## config.mk

```make
export PLATFORM = sky130hd
export DESIGN_NAME = fir_tap_sequencer
export DESIGN_NICKNAME = d
export VERILOG_FILES = /design/src/rtl/fir_tap_sequencer.sv
export SDC_FILE = /design/constraint.sdc
export NUM_CORES = 1
export LEC_CHECK = 0
export CAP_MARGIN = 5
export CORE_MARGIN = 3
export CORE_UTILIZATION = 48
export DETAILED_ROUTE_END_ITERATION = 6
export PLACE_DENSITY = 0.78
export SLEW_MARGIN = 20
export SYNTH_ARGS = -nofsm -noshare
export SYNTH_HDL_FRONTEND = slang
export SYNTH_SLANG_ARGS = --single-unit
```

## constraint.sdc

```tcl
create_clock -name clk -period 2.29 [get_ports clk]
set_clock_uncertainty 0.15 [all_clocks]
set_input_delay 0.458 -clock clk [delete_from_list [all_inputs] [get_ports clk]]
set_output_delay 0.458 -clock clk [all_outputs]
set_load 0.03 [all_outputs]
```

## src/rtl/fir_tap_sequencer.sv

```systemverilog
// Tap sequencer for a 16-tap FIR filter sharing one external MAC datapath.
// Optional build macro FIR_SYMMETRIC_EN folds symmetric taps into N/2 MAC cycles.
module fir_tap_sequencer #(
    parameter int NTAPS   = 16,
    parameter int AW      = 4,
    parameter int MAC_LAT = 2
) (
    input  logic          clk,
    input  logic          rst,
    input  logic          in_valid,
    output logic          in_ready,
    output logic          wr_en,
    output logic          wr_zero,
    output logic [AW-1:0] wr_addr,
    output logic [AW-1:0] rd_addr_a,
    output logic [AW-1:0] rd_addr_b,
    output logic [AW-1:0] coef_addr,
    output logic          mac_clr,
    output logic          mac_en,
    output logic          mac_last,
    output logic          out_valid,
    input  logic          out_ready,
    output logic          busy
);

    localparam int DW = (MAC_LAT > 1) ? $clog2(MAC_LAT) : 1;

    localparam logic [2:0] ST_CLEAR = 3'd0;
    localparam logic [2:0] ST_IDLE  = 3'd1;
    localparam logic [2:0] ST_MAC   = 3'd2;
    localparam logic [2:0] ST_DRAIN = 3'd3;
    localparam logic [2:0] ST_OUT   = 3'd4;

    localparam logic [AW-1:0] LAST_SLOT  = AW'(NTAPS - 1);
`ifdef FIR_SYMMETRIC_EN
    localparam logic [AW-1:0] LAST_TAP   = AW'(NTAPS / 2 - 1);
`else
    localparam logic [AW-1:0] LAST_TAP   = AW'(NTAPS - 1);
`endif
    localparam logic [DW-1:0] LAST_DRAIN = DW'(MAC_LAT - 1);

    logic [2:0]    state_q,    state_d;
    logic [AW-1:0] head_q,     head_d;
    logic [AW-1:0] newest_q,   newest_d;
    logic [AW-1:0] tapCnt_q,   tapCnt_d;
    logic [DW-1:0] drainCnt_q, drainCnt_d;

    // The tap counter doubles as the zero-fill address during CLEAR.
    always_comb begin
        state_d    = state_q;
        head_d     = head_q;
        newest_d   = newest_q;
        tapCnt_d   = tapCnt_q;
        drainCnt_d = drainCnt_q;
        case (state_q)
            ST_CLEAR: begin
                tapCnt_d = tapCnt_q + 1'b1;
                if (tapCnt_q == LAST_SLOT) begin
                    tapCnt_d = '0;
                    state_d  = ST_IDLE;
                end
            end
            ST_IDLE: begin
                if (in_valid) begin
                    newest_d = head_q;
                    head_d   = head_q + 1'b1;
                    tapCnt_d = '0;
                    state_d  = ST_MAC;
                end
            end
            ST_MAC: begin
                tapCnt_d = tapCnt_q + 1'b1;
                if (tapCnt_q == LAST_TAP) begin
                    tapCnt_d   = '0;
                    drainCnt_d = '0;
                    state_d    = ST_DRAIN;
                end
            end
            ST_DRAIN: begin
                drainCnt_d = drainCnt_q + 1'b1;
                if (drainCnt_q == LAST_DRAIN) begin
                    state_d = ST_OUT;
                end
            end
            ST_OUT: begin
                if (out_ready) begin
                    state_d = ST_IDLE;
                end
            end
            default: begin
                tapCnt_d = '0;
                state_d  = ST_CLEAR;
            end
        endcase
    end

    always_ff @(posedge clk) begin
        if (rst) begin
            state_q    <= ST_CLEAR;
            head_q     <= '0;
            newest_q   <= '0;
            tapCnt_q   <= '0;
            drainCnt_q <= '0;
        end else begin
            state_q    <= state_d;
            head_q     <= head_d;
            newest_q   <= newest_d;
            tapCnt_q   <= tapCnt_d;
            drainCnt_q <= drainCnt_d;
        end
    end

    // Outputs are forced low while reset is held, whatever state was left behind.
    always_comb begin
        in_ready  = 1'b0;
        wr_en     = 1'b0;
        wr_zero   = 1'b0;
        wr_addr   = '0;
        rd_addr_a = '0;
        rd_addr_b = '0;
        coef_addr = '0;
        mac_clr   = 1'b0;
        mac_en    = 1'b0;
        mac_last  = 1'b0;
        out_valid = 1'b0;
        busy      = 1'b0;
        if (!rst) begin
            case (state_q)
                ST_CLEAR: begin
                    busy    = 1'b1;
                    wr_en   = 1'b1;
                    wr_zero = 1'b1;
                    wr_addr = tapCnt_q;
                end
                ST_IDLE: begin
                    in_ready = 1'b1;
                    wr_en    = in_valid;
                    wr_addr  = head_q;
                end
                ST_MAC: begin
                    busy      = 1'b1;
                    mac_en    = 1'b1;
                    coef_addr = tapCnt_q;
                    rd_addr_a = newest_q - tapCnt_q;
`ifdef FIR_SYMMETRIC_EN
                    rd_addr_b = newest_q - (LAST_SLOT - tapCnt_q);
`endif
                    mac_clr   = (tapCnt_q == '0);
                    mac_last  = (tapCnt_q == LAST_TAP);
                end
                ST_DRAIN: begin
                    busy = 1'b1;
                end
                ST_OUT: begin
                    busy      = 1'b1;
                    out_valid = 1'b1;
                end
                default: begin
                    busy = 1'b1;
                end
            endcase
        end
    end

endmodule

```

==> impl_metrics.yaml <==
clocking:
  cts_root_buf: "clkbuf_4"
  cts.clk_slew.worst_paths_ns: 0.10
  clk_latency_ns: 0.30
  clockBufferDepth: 2
  clkSinkCount: 16
  tritoncts: "yes"
  htree_levels: 1
  cts_made_buffers: 3
floorplan:
  die_height_um: 54.5
  dieArea_um2: 2970
  pin_count: 28
  chipWidth_um: 54.5
  start_util_pct: 54.1
  rows: 16
  placeableCoreArea_um2: 2080
route:
  dr_total_vias: 1054
  top_layer: "met4"
  ant_nets: 0
  first_pass_iters: 4
  drc: 0
  wl_met2_mm: 1.47
  totalWireLength_mm: 2.97
  via_per_inst: 5.46
  wl_met3_um: 172
  m1WireLength_mm: 1.29
  drt_first_iter_violations: 23
  wl_per_cell_um: 15.4
worst_setup_path:
  cp_data_required_time_ns: 1.68
  crit_path_start_kind: "flop"
  cp-end-kind: "output port"
  path_buf_inv: 2
  critPathSlowestCell: "or4b_4"
  path_delay_family: "simple AND/OR/NAND/NOR gates"
  setup.worst_path.start: "state_q[2]$_SDFFE_PP0P_"
  crit_top_cell: "buf_6"
  crit_path_max_fanout: 4
  critical_path_class: "flop to output port"
  cp_cell_sequence: "or4b_4 > buf_6 > nor4b_4 > buf_6"
  timing.rr.start: "tapCnt_q[0]$_SDFFE_PP0P_"
  worstPathArrival_ns: 1.76
  cp_slowest_stage_delay_ns: 0.54
synthesis:
  ys_warn_count: 0
  async_flop_share_pct: 0
  ys_seq_elements: 16
  yosysUniqueCellTypes: 41
  synth.avg_cell_area_um2: 8.35
  ys.flop_type: "dfxtp_1"
  ys_seq_area_share_pct: 28.4
  synthesis.area_um2: 1130
  syn_inst: 135
  synth_edf_count: 0
placed_design:
  dp.cells: 187
  place_ws_ns: -0.293
  gp_congestion: 0.782
  io_buffers: 23
  dp_hpwl_mm: 1.90
cells_and_area:
  final_common_cell: "buf_4"
  antenna_cells: 0
  drive_gt1_share_pct: 41.0
  area_delta_synth_final_pct: 38.1
  postLayoutCoreUtil_pct: 74.8
  layout_common_cells: "buf_4 (25), nor2_1 (16), nand2_1 (12), dfxtp_1 (12), buf_6 (11)"
  fin_cells: 193
  nNetsFinal: 179
grt:
  grt_pass1_wl_mm: 4.71
  grt_use_total_pct: 22.4
  grt_pass1_vias: 977
  grt_overflow_total: 0
  grt_start_max_net_pins: 22
  antenna_found_initial: 0
status:
  violations: "negative setup slack"
  status: "complete, but fails checks"
timing:
  finalHoldViolCount: 0
  worst_pin_slew_ns: 0.552
  maxSlewHeadroom_pct: 62.7
  max_freq_mhz: 422
  finalSetupTns_ns: -0.179
  finalWorstSetupSlack_ns: -0.0775
  slew_violations: 0
  finalCritPeriodShare_pct: 103
  fin_crit_ns: 2.37
  hold_ws_ns: 0.344
  rsz0062_at_grt: "true"
  finalSetupViolations: 5
power_and_ir_drop:
  power_density_nw_per_um2: 364
  p_leak_nw: 0.617
  ir_drop_v: 0.000268
min_path:
  min_from: "newest_q[3]$_SDFFE_PP0P_"
  hold_path_class: "flop to flop"
flow_run:
  max-cap-violations: 0
[routing by layer]
| metal | vias to the layer above | global-route usage [%] |
|---|---|---|
| met3 | 5 | 4.90 |
| met2 | 33 | 38.6 |
| li1 | 527 | - |
| met1 | 489 | 27.6 |
| met4 | 0 | 6.22 |
| met5 | - | 0 |
[repair_timing]
item / in CTS / in global routing
gates cloned: 1 / 0
setup buffers: 3 / 0
pin swaps: 7 / 8
gates resized for setup: 26 / 16
hold buffers: 0 / 0
endpoints found under the setup margin: 18 / 13
[where the power goes]
group / switching (W) / internal [W]
sequential: 0.00000367 / 0.000282
clock: 0.0000930 / 0.0000613
combinational: 0.0000737 / 0.0000523
[kinds of logic (layout without fill, tap and decap cells)]
| kind of cell | after synthesis | count (layout) | share of synthesized area (%) |
|---|---|---|---|
| flops | 16 | 16 | 28.4 |
| simple gates | 55 | 55 | 28.0 |
| mux | 1 | 1 | 0.888 |
| compound gates | 28 | 28 | 17.5 |
| buf+inv | 20 | 48 | 11.0 |
| fa+ha+maj | 7 | 7 | 8.43 |
| other cells | 1 | 4 | 0.333 |
| xor+xnor | 7 | 7 | 5.44 |
[registers in the layout (all words and copies together), names as in the netlist]
register and count:
drainCnt_q 1, tapCnt_q 4, newest_q 4, head_q 4, state_q 3
[worst reg2reg max path, stage by stage (launching register included)]
cell and delay (ns):
dfxtp_1 0.34, buf_4 0.16, ha_1 0.26, a311oi_2 0.53
a41oi_1 0.20, a311oi_1 0.25
[layout make-up]
type / count / area (um2)
Sequential cell: 16 / 328
Fill cell: 157 / 526
Tap cell: 27 / 33.8
Multi-Input combinational cell: 102 / 808
Timing Repair Buffer: 39 / 342
Inverter: 6 / 22.5
Clock buffer: 3 / 22.5
[final timing paths]
path	to	depth (start not counted)	slack, ns
setup / recovery	mac_clr	4	-0.08
hold / removal	newest_q[3]$_SDFFE_PP0P_	2	0.34
setup reg to reg	tapCnt_q[3]$_SDFFE_PP0P_	5	0.32
hold reg to reg	newest_q[3]$_SDFFE_PP0P_	2	0.34
[metrics by stage]
stage	power (W)	instance area [um2]
after floorplan	0.000367	1160
after detailed placement	0.000399	1370
after global placement	0.000398	1370
final	0.000566	1560
after global routing	0.000589	1560
after CTS	0.000562	1510
[synthesized netlist by cell type (3+ instances only)]
library cell,instances,share of area [%]
inv_1,6,2.0
a21oi_1,9,4.0
xnor2_1,4,3.1
buf_2,3,1.3
nor2_1,21,7.0
a22oi_1,3,2.0
buf_4,6,4.0
dfxtp_1,16,28
xor2_1,3,2.3
ha_1,6,6.7
a22o_1,5,3.9
nand2_1,13,4.3
buf_6,3,3.0
No activity file was read; power rests on OpenSTA's default activity.
==> patch (same flow settings) <==
`AW`: 4 -> 5.
--- a/src/rtl/fir_tap_sequencer.sv
+++ b/src/rtl/fir_tap_sequencer.sv
@@ -4,3 +4,3 @@
     parameter int NTAPS   = 16,
-    parameter int AW      = 4,
+    parameter int AW      = 5,
     parameter int MAC_LAT = 2
Ports: changed (resized coef_addr, rd_addr_a, rd_addr_b and wr_addr); port bits go from 28 to 32. The function was not compared with the original's and may differ.
==> patch against the unedited design <==
The flow still finishes with violations (setup timing). Combinational power decreased by 8%. Setup slack got worse by 130 ps. Routed wire length decreased by 3.8%. Maximum frequency decreased by 5.2%. Total power increased by 14%. Via count increased by 12%. Synthesized area increased by 13%. Design area increased by 4.7%. Die area increased by 11%. Sequential cell count increased by 3. Global-route usage decreased by 3.9 points. Critical endpoint is now rd_addr_a[4]. Largest power group unchanged.
==> patch: results (changes against the unedited design) <==
* Worst-path clk slew at 130 ps (+30 ps)
* Final clock-cell share at 0.0184 (+0.00395)
* Min-Delay Startpoint: newest_q[4]
* Post-Route WL at 2.85 mm (-3.8%)
* Crit path DAT at 1890 ps (+130 ps)
* Met2 usage at 0.294 (-0.0929)
* Commonest cells in the netlist: nor2_1 (32), dfxtp_1 (19), inv_1 (9), mux2i_1 (9)
* Reg-to-Reg Start: state_q[0]
* RR Endpoint: head_q[3]
* Non-Clock Buffer Count at 44 (+13%)
* Mapped Area at 1270 sq um (+13%)
* Adder-cell area share of the yosys netlist at 0.0846 (+0.000295)
* Mux cell area share after synthesis at 0.0709 (+0.0620)
* Setup violations, final at 3 (-2)
* Setup ws final at -208 ps (-131 ps)
* Non-clock buffering overhead at 0.209 (-0.0107)
* Sequential share of cell area at 0.235 (+0.0242)
* Post-DP Area at 1530 sq um (+12%)
* Global placement routability congestion at 0.791 (+1.2%)
* Flip-flop and latch count at 19 (+3)
* Final setup TNS at -370 ps (-191 ps)
* Worst setup startpoint: newest_q[0]
* Violated checks: setup timing
* DR vias/cell at 5.25 (-3.8%)
* Worst Hold Path EP: newest_q[4]
* Tot GR Track Use at 0.184 (-0.0393)
* Dpl cells at 216 (+16%)
* Area of the multi-input gates at 806 sq um (-0.31%)
* WL/cell at 12.7 microns (-17%)
* Status: finished, violations left
* Place WS at -109 ps (+184 ps)
patch: cell types whose count changed after synthesis, moves of 5 or more:
cell     delta
nor3_1      +6
mux2i_1     +8
nand2_1     -8
a22o_1      -5
nor2_1     +11
patch: per-layer routing:
layer	wire (microns)	vias to the layer above
li1	-	599
met1	1360	552
met2	1350	29
met3	129	2
met4	14	0
met5	0	-
patch: repair_timing:
item / CTS / global route
setup endpoints to repair: 10 / 12
setup buffers: 2 / 3
gates resized for setup: 10 / 2
pin swaps: 1 / 4
hold buffers: 0 / 0
patch: report_power, final:
group          switching (mW)  internal, mW
Combinational          0.0670        0.0493
Sequential            0.00504         0.336
Clock                   0.122        0.0669
patch: worst max-delay path: stages (launching register included):
cell and delay (ps):
dfxtp_2 340, inv_2 50, ha_4 160, fa_2 340, nor2b_2 140, o21a_1 150, o21ai_0 60, nor3b_2 160
buf_4 170
